## config.mk

```make
export PLATFORM = sky130hd
export DESIGN_NAME = alu_arbiter
export DESIGN_NICKNAME = d
export VERILOG_FILES = /design/src/rtl/alu_arbiter.sv
export SDC_FILE = /design/constraint.sdc
export NUM_CORES = 1
export LEC_CHECK = 0
export ABC_CLOCK_PERIOD_IN_PS = 2130
export BUFFER_PORTS_ARGS = -buffer_cell sky130_fd_sc_hd__buf_2
export CAP_MARGIN = 5
export CORE_MARGIN = 5
export CORE_UTILIZATION = 45
export CTS_BUF_LIST = sky130_fd_sc_hd__clkbuf_4 sky130_fd_sc_hd__clkbuf_8 sky130_fd_sc_hd__clkbuf_16
export DETAILED_ROUTE_END_ITERATION = 12
export HOLD_SLACK_MARGIN = 0.1
export PLACE_DENSITY_LB_ADDON = 0.15
export SLEW_MARGIN = 10
export SYNTH_ARGS = -nofsm -noshare
export SYNTH_HDL_FRONTEND = slang
export SYNTH_SLANG_ARGS = --single-unit
export TNS_END_PERCENT = 1
```

## constraint.sdc

```tcl
create_clock -name clock -period 2.13 [get_ports clock]
set_input_delay 0.1065 -clock clock [delete_from_list [all_inputs] [get_ports clock]]
set_output_delay 0.1065 -clock clock [all_outputs]
set_load 0.02 [all_outputs]
```

## src/rtl/alu_arbiter.sv

```systemverilog
// alu_arbiter: shares one combinational ALU between two requesters.
// A round-robin grant in IDLE picks one operation. The operation is registered onto
// the ALU inputs (EXEC), and the ALU result and flags are captured into the owner's
// response channel. That channel is held until it is consumed (RESP).
module alu_arbiter #(
  parameter int N = 32
) (
  input  logic         clock,
  input  logic         reset_n,
  // requester 0
  input  logic         req0_valid,
  output logic         req0_ready,
  input  logic [N-1:0] req0_a,
  input  logic [N-1:0] req0_b,
  input  logic [4:0]   req0_fn,
  output logic         rsp0_valid,
  input  logic         rsp0_ready,
  output logic [N-1:0] rsp0_r,
  output logic [3:0]   rsp0_flags,
  // requester 1
  input  logic         req1_valid,
  output logic         req1_ready,
  input  logic [N-1:0] req1_a,
  input  logic [N-1:0] req1_b,
  input  logic [4:0]   req1_fn,
  output logic         rsp1_valid,
  input  logic         rsp1_ready,
  output logic [N-1:0] rsp1_r,
  output logic [3:0]   rsp1_flags,
  // shared ALU
  output logic [N-1:0] alu_a,
  output logic [N-1:0] alu_b,
  output logic [4:0]   alu_fn,
  input  logic [N-1:0] alu_r,
  input  logic         alu_flagn,
  input  logic         alu_flagc,
  input  logic         alu_flagv,
  input  logic         alu_flagz,
  output logic         busy
);

  typedef enum logic [1:0] {
    IDLE = 2'd0,
    EXEC = 2'd1,
    RESP = 2'd2
  } state_t;

  state_t state;
  logic   owner;   // requester that owns the operation in flight
  logic   prio;    // requester favoured when both ask at once
  logic   grant0;
  logic   grant1;

  // Grant: the sole valid requester wins, or the prio side on contention; only in IDLE.
  always_comb begin
    grant0 = 1'b0;
    grant1 = 1'b0;
    if (state == IDLE) begin
      grant0 = req0_valid & (~req1_valid | ~prio);
      grant1 = req1_valid & (~req0_valid |  prio);
    end
  end

  assign req0_ready = grant0;
  assign req1_ready = grant1;

  // Sequencer: accept -> drive ALU -> capture into owner's channel -> wait for consume.
  always_ff @(posedge clock or negedge reset_n) begin
    if (!reset_n) begin
      state      <= IDLE;
      owner      <= 1'b0;
      prio       <= 1'b0;
      alu_a      <= '0;
      alu_b      <= '0;
      alu_fn     <= '0;
      rsp0_valid <= 1'b0;
      rsp0_r     <= '0;
      rsp0_flags <= '0;
      rsp1_valid <= 1'b0;
      rsp1_r     <= '0;
      rsp1_flags <= '0;
      busy       <= 1'b0;
    end else begin
      case (state)
        IDLE: begin
          if (grant0 || grant1) begin
            owner  <= grant1;
            alu_a  <= grant1 ? req1_a  : req0_a;
            alu_b  <= grant1 ? req1_b  : req0_b;
            alu_fn <= grant1 ? req1_fn : req0_fn;
            busy   <= 1'b1;
            state  <= EXEC;
          end
        end
        EXEC: begin
          // Only the owner's channel is touched; the other side keeps its last result.
          if (owner) begin
            rsp1_r     <= alu_r;
            rsp1_flags <= {alu_flagn, alu_flagc, alu_flagv, alu_flagz};
            rsp1_valid <= 1'b1;
          end else begin
            rsp0_r     <= alu_r;
            rsp0_flags <= {alu_flagn, alu_flagc, alu_flagv, alu_flagz};
            rsp0_valid <= 1'b1;
          end
          state <= RESP;
        end
        RESP: begin
          if (owner ? rsp1_ready : rsp0_ready) begin
            if (owner) begin
              rsp1_valid <= 1'b0;
            end else begin
              rsp0_valid <= 1'b0;
            end
            prio  <= ~owner;
            busy  <= 1'b0;
            state <= IDLE;
          end
        end
        default: begin
          busy  <= 1'b0;
          state <= IDLE;
        end
      endcase
    end
  end

endmodule

```

* Word-level counts from Yosys, hierarchy flattened
Cells that the tools add are included.
** Storage, ports and cells
- Register bits after elaboration :: 148
- Bits of input ports :: 180
- Output and inout port bits :: 146
- Logic and storage cells :: 61
** Operators by class
- Eq/ne operators :: 8
- Multiplexer cells :: 20
- Bitwise logic cells :: 9
- Reduce and logical (&&, ||, !) cells :: 11
** Operator list (count)
- $mux W32 :: 2
- $mux W1 :: 11
- $ne A2 B2 Y1 const B :: 5
- $reduce_and A2 Y1 :: 5
- $reduce_and A4 Y1 :: 2
- $pmux W2 S3 :: 1
- $mux W5 :: 1
- $not A1 Y1 :: 5
- $mux W2 :: 2
- $pmux W1 S2 :: 2
- $pmux W1 S3 :: 1
- $reduce_and A3 Y1 :: 1
- $and A1 B1 Y1 :: 2
- $eq A2 B1 Y1 const B :: 1
- $eq A2 B2 Y1 const B :: 1
- $logic_not A2 Y1 :: 1
- $ne A2 B1 Y1 const B :: 1
- $or A1 B1 Y1 :: 2
- $reduce_bool A2 Y1 :: 1
- $logic_or A1 B1 Y1 :: 1

* Longest topological paths before layout
Gate-level depths: netlist of the first run.
- Depth after elaboration :: 7
- Depth in mapped cells :: 7
- Mapped depth without buffers :: 4

* Worst setup path before layout of the first run
OpenSTA, ideal clock, no wires.
- Kind :: flip-flop to flip-flop
- Start :: register state[1]
- End :: register rsp0_r[10]
- Setup time :: 125 ps
- Arrival :: 1394 ps
- Required time :: 2005 ps
- Path slack :: 612 ps
- Cell stages (with the launch flop) :: 6
- Path buffers :: 2
- Period minus slack after synthesis :: 1518 ps
- Cell sequence :: dfrtp_1 -> buf_2 -> nand2b_1 -> nor2_4 -> buf_4 -> mux2_2
** On the way
- Longest elaborated chain between the ends :: 2
** Ends and longest elaborated chain
- start, declared :: RTL line 48 : state_t state;
- start signal, assigned :: RTL line 70 : state <= IDLE;
- start signal, assigned :: RTL line 92 : state <= EXEC;
- start signal, assigned :: RTL line 106 : state <= RESP;
- $eq A2 B1 Y1 :: RTL line 84 : case (state)
- $reduce_and A2 Y1 (no line)
- end signal, assigned :: RTL line 102 : rsp0_r <= alu_r;
- end, declared :: RTL line 18 : output logic [N-1:0] rsp0_r,
No other way between the ends.
A chain may end at the register's enable or synchronous reset.

* Final worst setup path of the first run
- Start :: register state[0]
- End :: register alu_a[22]
** On the way
- Longest elaborated chain between the ends :: 4
- Elaborated cells between the ends (all ways) :: 6
- Those cells by class :: 3 x mux; 3 x reduce/logical
** Ends and longest elaborated chain
- $logic_not A2 Y1 (*) :: RTL line 58, 84
- $mux W1 :: RTL line 58 : if (state == IDLE) begin
- $logic_or A1 B1 Y1 :: RTL line 86 : if (grant0 || grant1) begin
- $reduce_and A2 Y1 (no line)
- end signal, assigned :: RTL line 88 : alu_a <= grant1 ? req1_a : req0_a;
- end, declared :: RTL line 31 : output logic [N-1:0] alu_a,
Mark *: on every way between the ends. The rest lies on a longest branch, timed or not.

==> results of run 1 <==
[critical path, cell delays in order, from the launching register on]
cell and delay, ns:
dfrtp_1 0.46, or2_2 0.33, buf_6 0.23, o21ai_1 0.18, o311ai_1 0.12, dlygate4sd3_1 0.60
[power by group through the flow]
stage / sequential [mW] / clock, mW / combinational [mW]
after floorplan: 6.72 / 0 / 3.18
after global placement: 5.04 / 0 / 7.26
after detailed placement: 5.11 / 0 / 7.42
after CTS: 5.08 / 3.21 / 7.80
after global routing: 5.28 / 3.33 / 8.40
final: 5.12 / 3.16 / 7.88
[final cells by class]
cell class / instances / area [µm²] / area share
Antenna cell: 4 / 10.01 / 0.0009192
Clock buffer: 22 / 488.0 / 0.04481
Clock inverter: 10 / 141.4 / 0.01298
Sequential cell: 148 / 3705 / 0.3402
Multi-Input combinational cell: 307 / 2385 / 0.2190
Timing Repair Buffer: 521 / 3656 / 0.3357
Tap cell: 184 / 230.2 / 0.02114
Inverter: 73 / 274.0 / 0.02516
[metrics by stage]
stage	utilization	setup WS (ns)	area [µm²]	cells	power (mW)
final	0.7492	0.06761	10890	1269	16.15
after global routing	0.7489	-0.007560	10880	1267	17.01
after CTS	0.7477	0.002090	10870	1265	16.10
after detailed placement	0.5797	0.4559	8426	1052	12.53
after global placement	0.5797	0.4753	8426	1052	12.30
after floorplan	-	0.6115	6675	590	9.902
[worst paths after layout]
kind                               to  depth (start not counted)
setup / recovery            alu_a[22]                          5
hold / removal              alu_fn[2]                          3
setup reg to reg            alu_a[22]                          5
hold reg to reg            rsp0_r[16]                          1
max in group asynchronous    state[1]                          3
min in group asynchronous  rsp0_r[21]                          2
[timing repair]
item	4_1_cts	5_1_grt
setup endpoints to repair	0	9
hold buffers	181	0
resized for setup	0	4
hold endpoints to repair	202	0
[routing by layer]
layer,wire length (µm),vias up,track usage
met5,0,-,0
met4,1038,0,0.1377
met3,2384,86,0.09351
met2,12150,481,0.4611
met1,8993,3441,0.3299
li1,-,3140,-
[logic make-up after synthesis]
group	share of synthesized area
buf+inv	0.09091
flops	0.5548
compound gates	0.1524
mux	0.1231
simple gates	0.07873
[cells in the final DEF, fill, tap and decap left out, drive strengths merged, types with 6 or more instances in the layout]
master       count
buf            340
dlygate4sd3    181
dfrtp          148
inv             76
o21ai           74
mux2            73
nand4           69
o311ai          69
clkbuf          22
nor2             6
[state kept, by name (all words and copies together) (netlist names), 2 cells and up]
signal,count
alu_b,32
rsp0_r,32
alu_fn,5
alu_a,32
state,2
rsp1_r,32
rsp1_flags,4
rsp0_flags,4
==> out/qor.txt, run 1 <==
Crit Path Category = reg -> reg
top-area cell type share of the netlist area = 0.5548
Sw Ratio = 0.4176
synth top area cells = dfrtp_1, mux2_2, o311ai_1, nand4_1, o21ai_0
antenna violations before repair = 2
Num CTS Buffers = 17
CTS sink count = 148
root buf cell = clkbuf_16
internal power = 9.408 mW
drt first pass iters = 5
leading area contributor after synthesis = dfrtp_1
global-route wire length before repair = 40120 µm
count of cell types in the netlist = 26
PwrDens = 1483 nW/µm²
setup_tns = 0 ns
R2R Setup Slk = 0.07 ns
drt via density = 5.633
Sw Pwr = 6.745 mW
Final Setup Violations = 0
FP Rows = 44
Fmax = 484.9 MHz
RSZ-0062 raised after global routing = yes
Crit Path Max Fanout = 69
overall global routing resource usage = 0.2803
Skew-Pair Late Insertion Delay = 0.43 ns
nets@finish = 1248
post-synthesis average cell area = 11.31 µm²
Tcrit/Tclk final = 0.9683
EDFF count, synth = 0
HP Class = in -> reg
Seq/Total Area, Yosys = 0.5548
IR drop worst, VDD = 0.7303 mV
CTS max path bufs = 2
synth warn = 0
Syn Inst Count = 590
Mapped Nets = 770
CP startpoint = state[0]
vias in the first global route = 7510
Worst setup SP type = flop
area delta synth->final = 63.13%
hold wc startpoint = req1_valid
sequential share of power = 0.317
port bufs = 325
Slew Limit Fails = 0
Final Hold Fails = 0
Logic pwr share = 0.488
CTS H-tree lvls = 4
Die Area = 17370 µm²
filler instances = 883
top post-synthesis cells by count = dfrtp_1, inv_1, mux2_2
final wirelength = 24570 µm
largest net degree at the start of global routing = 70
setup bufs post-CTS = 0
final hold slack = 0.1157 ns
Async S/R FF share, synth = 1.000
Reg2Reg Launch Point = state[0]
clk_skew = 0.01101 ns
CTS tree = yes
GRT overflow = 0
num ports = 326
DIE WIDTH = 131.8 µm
dominant synthesized flop cell = dfrtp_1
DR WL/cell = 19.36 µm
LEAKAGE = 5.204 nW
relative slew slack = 0.5309
layout cell share with drive strength beyond 1 = 0.4181
status = complete, no violations
max_cap viols = 0
GPL Wtd Cong = 0.8543
Die Ht = 131.8 µm
initial core utilization = 0.4593
Worst-path clk slew = 0.06 ns
Yosys reg bits = 148
Iter 0 DRT Violations = 514
post-DP HPWL = 14850 µm
Worst-Margin Slew = 0.7037 ns
minimum clock period = 2.062 ns
clock power share = 0.195
remaining antenna violation count after routing = 0
CORE AREA = 14530 µm²
DR vias = 7148
Crit. End Element = flop
critical path data required time = 2.43 ns
DRC = 0
most frequent cell after synthesis = dfrtp_1
Mapped Area = 6675 µm²
Worst EP arrival = 2.36 ns
Note: power is estimated with default switching activity, not from simulation.
==> run 2, diff against run 1 <==
==> constraint.sdc (replaced) <==
create_clock -name clock -period 2.13 [get_ports clock]
set_input_delay 0.426 -clock clock [delete_from_list [all_inputs] [get_ports clock]]
set_output_delay 0.426 -clock clock [all_outputs]
set_load 0.02 [all_outputs]
==> run 2 against run 1 <==
Clock skew decreased by 0.0049 ns. Fmax grew 0.95%. Largest power group unchanged. Largest cell class unchanged. First-iteration DRC count decreased by 33%. Setup slack improved by 0.019 ns. Cell area decreased by 17%. Non-clock buffer count is 180 lower. Die area unchanged.
==> out/qor.txt, run 2 (same netlist as run 1, synthesis figures left out) <==
nets@finish = 1068
vias in the first global route = 6415
GPL Wtd Cong = 0.8398
Iter 0 DRT Violations = 344
area post-placement = 8426 µm²
CP cell instances = nor2_4, and3_4, buf_2
DR WL/cell = 19.09 µm
crit path buf inv count = 1
Final Setup Violations = 0
Worst EP arrival = 1.62 ns
Hold Path Stages = 2
Crit path max-delay family = simple AND/OR/NAND/NOR gates
Final Hold Fails = 0
post-DP HPWL = 14680 µm
remaining antenna violation count after routing = 0
Slew Limit Fails = 0
busiest layer in global routing = met2
Num CTS Buffers = 17
area delta synth->final = 35.33%
ant diodes = 0
final worst setup slack = 0.08692 ns
Worst-path clk slew = 0.06 ns
CP max stage delay = 0.47 ns
CTS sink count = 148
R2R Setup Slk = 0.41 ns
M3 GR Usage = 0.07137
Die Ht = 131.8 µm
port bufs = 325
Tcrit/Tclk final = 0.9592
Reg2Reg Launch Point = state[0]
CP max stage cell = dfrtp_1
clk_skew = 0.006157 ns
DRC = 0
HP Class = in -> reg
commonest non-fill, non-tap cell in the layout = buf_2
GRT overflow = 0
drt first pass iters = 5
initial core utilization = 0.4593
routing usage on met1 = 0.3005
Fmax = 489.5 MHz
relative slew slack = 0.2577
setup_tns = 0 ns
most frequent cells in the layout = buf_2, dfrtp_1, inv_1
CTS max path bufs = 2
max_cap viols = 0
fin util = 0.6216
DR vias = 6083
pre-CTS setup slack = 0.04048 ns
num ports = 326
critical path data required time = 1.70 ns
Worst-Margin Slew = 1.111 ns
hold wc startpoint = alu_r[16]
final wirelength = 20710 µm
FP Rows = 44
drt via density = 5.606
Skew-Pair Late Insertion Delay = 0.41 ns
root buf cell = clkbuf_16
post-route design area = 9034 µm²
global-route wire length before repair = 34210 µm
Crit Path Category = reg -> out
LEAKAGE = 4.423 nW
Critical R2R Capture = alu_b[21]
layout cell share with drive strength beyond 1 = 0.5006
M2 GR Usage = 0.3939
minimum clock period = 2.043 ns
hold endpoint = rsp0_r[16]
Worst setup SP type = flop
overall global routing resource usage = 0.2388
largest net degree at the start of global routing = 72
Die Area = 17370 µm²
Crit Path Max Fanout = 13
IR drop worst, VDD = 0.7287 mV
final hold slack = 0.2489 ns
DIE WIDTH = 131.8 µm
CORE AREA = 14530 µm²
PwrDens = 1706 nW/µm²
R2R depth = 5
status = complete, no violations
CTS H-tree lvls = 4
CTS tree = yes
Crit. End Element = output port
RSZ-0062 raised after global routing = no
antenna violations before repair = 0
run 2: worst max path at each step:
stage,startpoint,end,slack [ns],cells past startpoint
after floorplan,req1_valid,req0_ready,0.56,3
after global placement,req0_valid,alu_a[14],0.09,5
after detailed placement,req0_valid,alu_a[29],0.04,5
after CTS,state[0],req1_ready,0.07,3
after global routing,state[1],req1_ready,0.006,3
final,state[0],req1_ready,0.09,3
run 2: repair_timing:
action | in CTS | in global routing
hold buffers | 1 | 0
buffers inserted | 0 | 0
hold endpoints to repair | 27 | 0
endpoints found under the setup margin | 1 | 0
gates resized for setup | 1 | 0
run 2: through the flow:
stage / instances / total power [mW]
2_1_floorplan: 590 / 9.902
5_1_grt: 1085 / 16.37
3_3_place_gp: 1052 / 12.31
4_1_cts: 1085 / 15.56
3_5_place_dp: 1052 / 12.55
6_report: 1085 / 15.41
run 2: routing by layer:
layer / vias up / part of all wire
li1: 2789 / -
met1: 2955 / 0.41
met2: 304 / 0.50
met3: 35 / 0.078
met4: 0 / 0.020
met5: - / 0
run 2: report_power, final:
| group | leakage (nW) | switching [mW] | total (mW) | internal [mW] |
|---|---|---|---|---|
| sequential | 1.75 | 0.814 | 5.10 | 4.29 |
| combinational | 2.40 | 4.54 | 7.34 | 2.80 |
| clock | 0.275 | 1.21 | 2.97 | 1.77 |
run 2: layout make-up:
type                            count  area (µm²)
Tap cell                          184       230.2
Multi-Input combinational cell    307        2389
Timing Repair Buffer              341        1843
Sequential cell                   148        3704
Fill cell                        1208        5500
Inverter                           73       274.0
Clock buffer                       18       439.2
Clock inverter                     14       155.1
==> run 3, diff against run 2 <==
--- a/config.mk
+++ b/config.mk
@@ -13,7 +13,7 @@
 export CTS_BUF_LIST = sky130_fd_sc_hd__clkbuf_4 sky130_fd_sc_hd__clkbuf_8 sky130_fd_sc_hd__clkbuf_16
 export DETAILED_ROUTE_END_ITERATION = 12
 export HOLD_SLACK_MARGIN = 0.1
-export PLACE_DENSITY_LB_ADDON = 0.15
+export PLACE_DENSITY = 0.78
 export SLEW_MARGIN = 10
 export SYNTH_ARGS = -nofsm -noshare
 export SYNTH_HDL_FRONTEND = slang
==> run 3 against run 2 <==
Global-route usage decreased by 1.0 points. Cell area up 0.33%. First-iteration DRC count increased by 20%. Fmax rose by 5.1%. Sequential cell count stayed put. Clock-buffer cell count unchanged. Via count increased by 0.33%. Setup slack better by 0.099 ns. Die area is the same. Critical path depth up 1. Non-clock buffer count did not move.
==> out/qor.txt, run 3 (same netlist as run 1, synthesis figures left out) <==
status = complete, no violations
IR drop worst, VDD = 0.8101 mV
Crit Path Category = reg -> out
Reg2Reg Launch Point = state[1]
Reg area = 3704 µm²
fin util = 0.6236
Post-Layout Cell Count = 1086
antenna violations before repair = 3
Slew Limit Fails = 0
Worst-Margin Slew = 0.7602 ns
Multi-input gate area = 2389 µm²
critical path data required time = 1.70 ns
R2R Setup Slk = 0.37 ns
initial core utilization = 0.4593
DR vias = 6103
largest net degree at the start of global routing = 70
hold wc startpoint = alu_r[16]
port bufs = 325
minimum clock period = 1.944 ns
Skew-Pair Late Insertion Delay = 0.40 ns
Fmax = 514.3 MHz
layout cell share with drive strength beyond 1 = 0.5006
Die Ht = 131.8 µm
Crit Path Max Fanout = 9
CTS sink count = 148
Crit. End Element = output port
Tcrit/Tclk final = 0.9128
GRT overflow = 0
Num CTS Buffers = 17
DR WL/cell = 18.60 µm
setup_tns = 0 ns
area delta synth->final = 35.78%
final hold slack = 0.2493 ns
LEAKAGE = 4.453 nW
DIE WIDTH = 131.8 µm
CTS tree = yes
remaining antenna violation count after routing = 0
Critical R2R Capture = alu_b[27]
relative slew slack = 0.4932
filler instances = 1209
max_cap viols = 0
CP max stage delay = 0.48 ns
R2R depth = 5
most frequent cells in the layout = buf_2, dfrtp_1, inv_1
area post-placement = 8391 µm²
root buf cell = clkbuf_16
CP cell instances = nor2_4, nand2_1, a21oi_1, buf_2
routed wl met3 = 1808 µm
nets@finish = 1068
Final Setup Violations = 0
global-route wire length before repair = 32820 µm
Iter 0 DRT Violations = 414
drt via density = 5.620
Worst setup SP type = flop
post-route design area = 9064 µm²
Hold Path Stages = 2
commonest non-fill, non-tap cell in the layout = buf_2
Worst-path clk slew = 0.06 ns
drt first pass iters = 4
clk_skew = 0.004838 ns
Final Hold Fails = 0
GPL Wtd Cong = 0.8447
overall global routing resource usage = 0.2288
CORE AREA = 14530 µm²
FP Rows = 44
routed length on met1 = 7850 µm
HP Class = in -> reg
hold endpoint = rsp0_r[16]
Die Area = 17370 µm²
CTS max path bufs = 2
CP max stage cell = dfrtp_1
num ports = 326
metal2 WL = 9850 µm
Worst EP arrival = 1.52 ns
CTS H-tree lvls = 4
RSZ-0062 raised after global routing = no
DRC = 0
dpl cells = 1049
final wirelength = 20200 µm
post-DP HPWL = 14170 µm
vias in the first global route = 6319
PwrDens = 1714 nW/µm²
top routing layer in use = met5
==> run 3: cell types whose count changed in the layout (fill, tap and decap cells not counted), sizes merged <==
cell | before | now
bufinv | 2 | 4
inv | 75 | 76
clkinvlp | 5 | 1
clkinv | 5 | 6
diode | 0 | 1
==> run 3: how the worst max path moves through the flow <==
stage / from / to / slack (ns) / cells after the start
after floorplan: req1_valid / req0_ready / 0.56 / 3
after CTS: state[0] / req1_ready / 0.03 / 3
after global routing: state[1] / req0_ready / 0.04 / 4
after global placement: state[0] / req1_ready / 0.38 / 3
final: state[1] / req0_ready / 0.19 / 4
after detailed placement: req1_valid / alu_b[27] / 0.38 / 4
==> run 3: per-stage QoR <==
step                worst slack (ns)  total power [mW]
CTS                          0.03254             15.62
global route                 0.04339             16.48
detailed placement            0.3845             12.38
floorplan                     0.5630             9.902
finish                        0.1858             15.53
global placement              0.3813             12.21
==> run 3: final cells by class <==
type	count	area share
inverters	73	0.03023
diodes	1	0.0002761
repair buffers	341	0.2020
well taps	184	0.02540
multi-input cells	307	0.2635
flip-flops and latches	148	0.4086
clock inverters	14	0.02223
clock buffers	18	0.04776
==> run 3: repair_timing <==
item                                    CTS  global route
resized for setup                         1             0
endpoints found under the hold margin    46             0
endpoints found under the setup margin    1             1
pin swaps                                 0             1
buffers inserted                          0             3
hold buffers                              1             0
==> run 3: worst max-delay path, delay by kind of cell, from the launching register on <==
| family | cells | cell delay [ns] |
|---|---|---|
| simple gates | 2 | 0.33 |
| flops | 1 | 0.48 |
| compound gates | 1 | 0.12 |
| buf+inv | 1 | 0.19 |
==> run 3: report_power, final <==
group / switching (mW) / internal, mW
clock network: 1.19 / 1.99
logic: 4.50 / 2.77
registers: 0.797 / 4.29
==> run 3: per-layer routing <==
metal	GRT usage	vias up
met4	0.1023	4
met1	0.2875	2928
li1	-	2782
met3	0.07252	53
met2	0.3634	336
met5	0	-
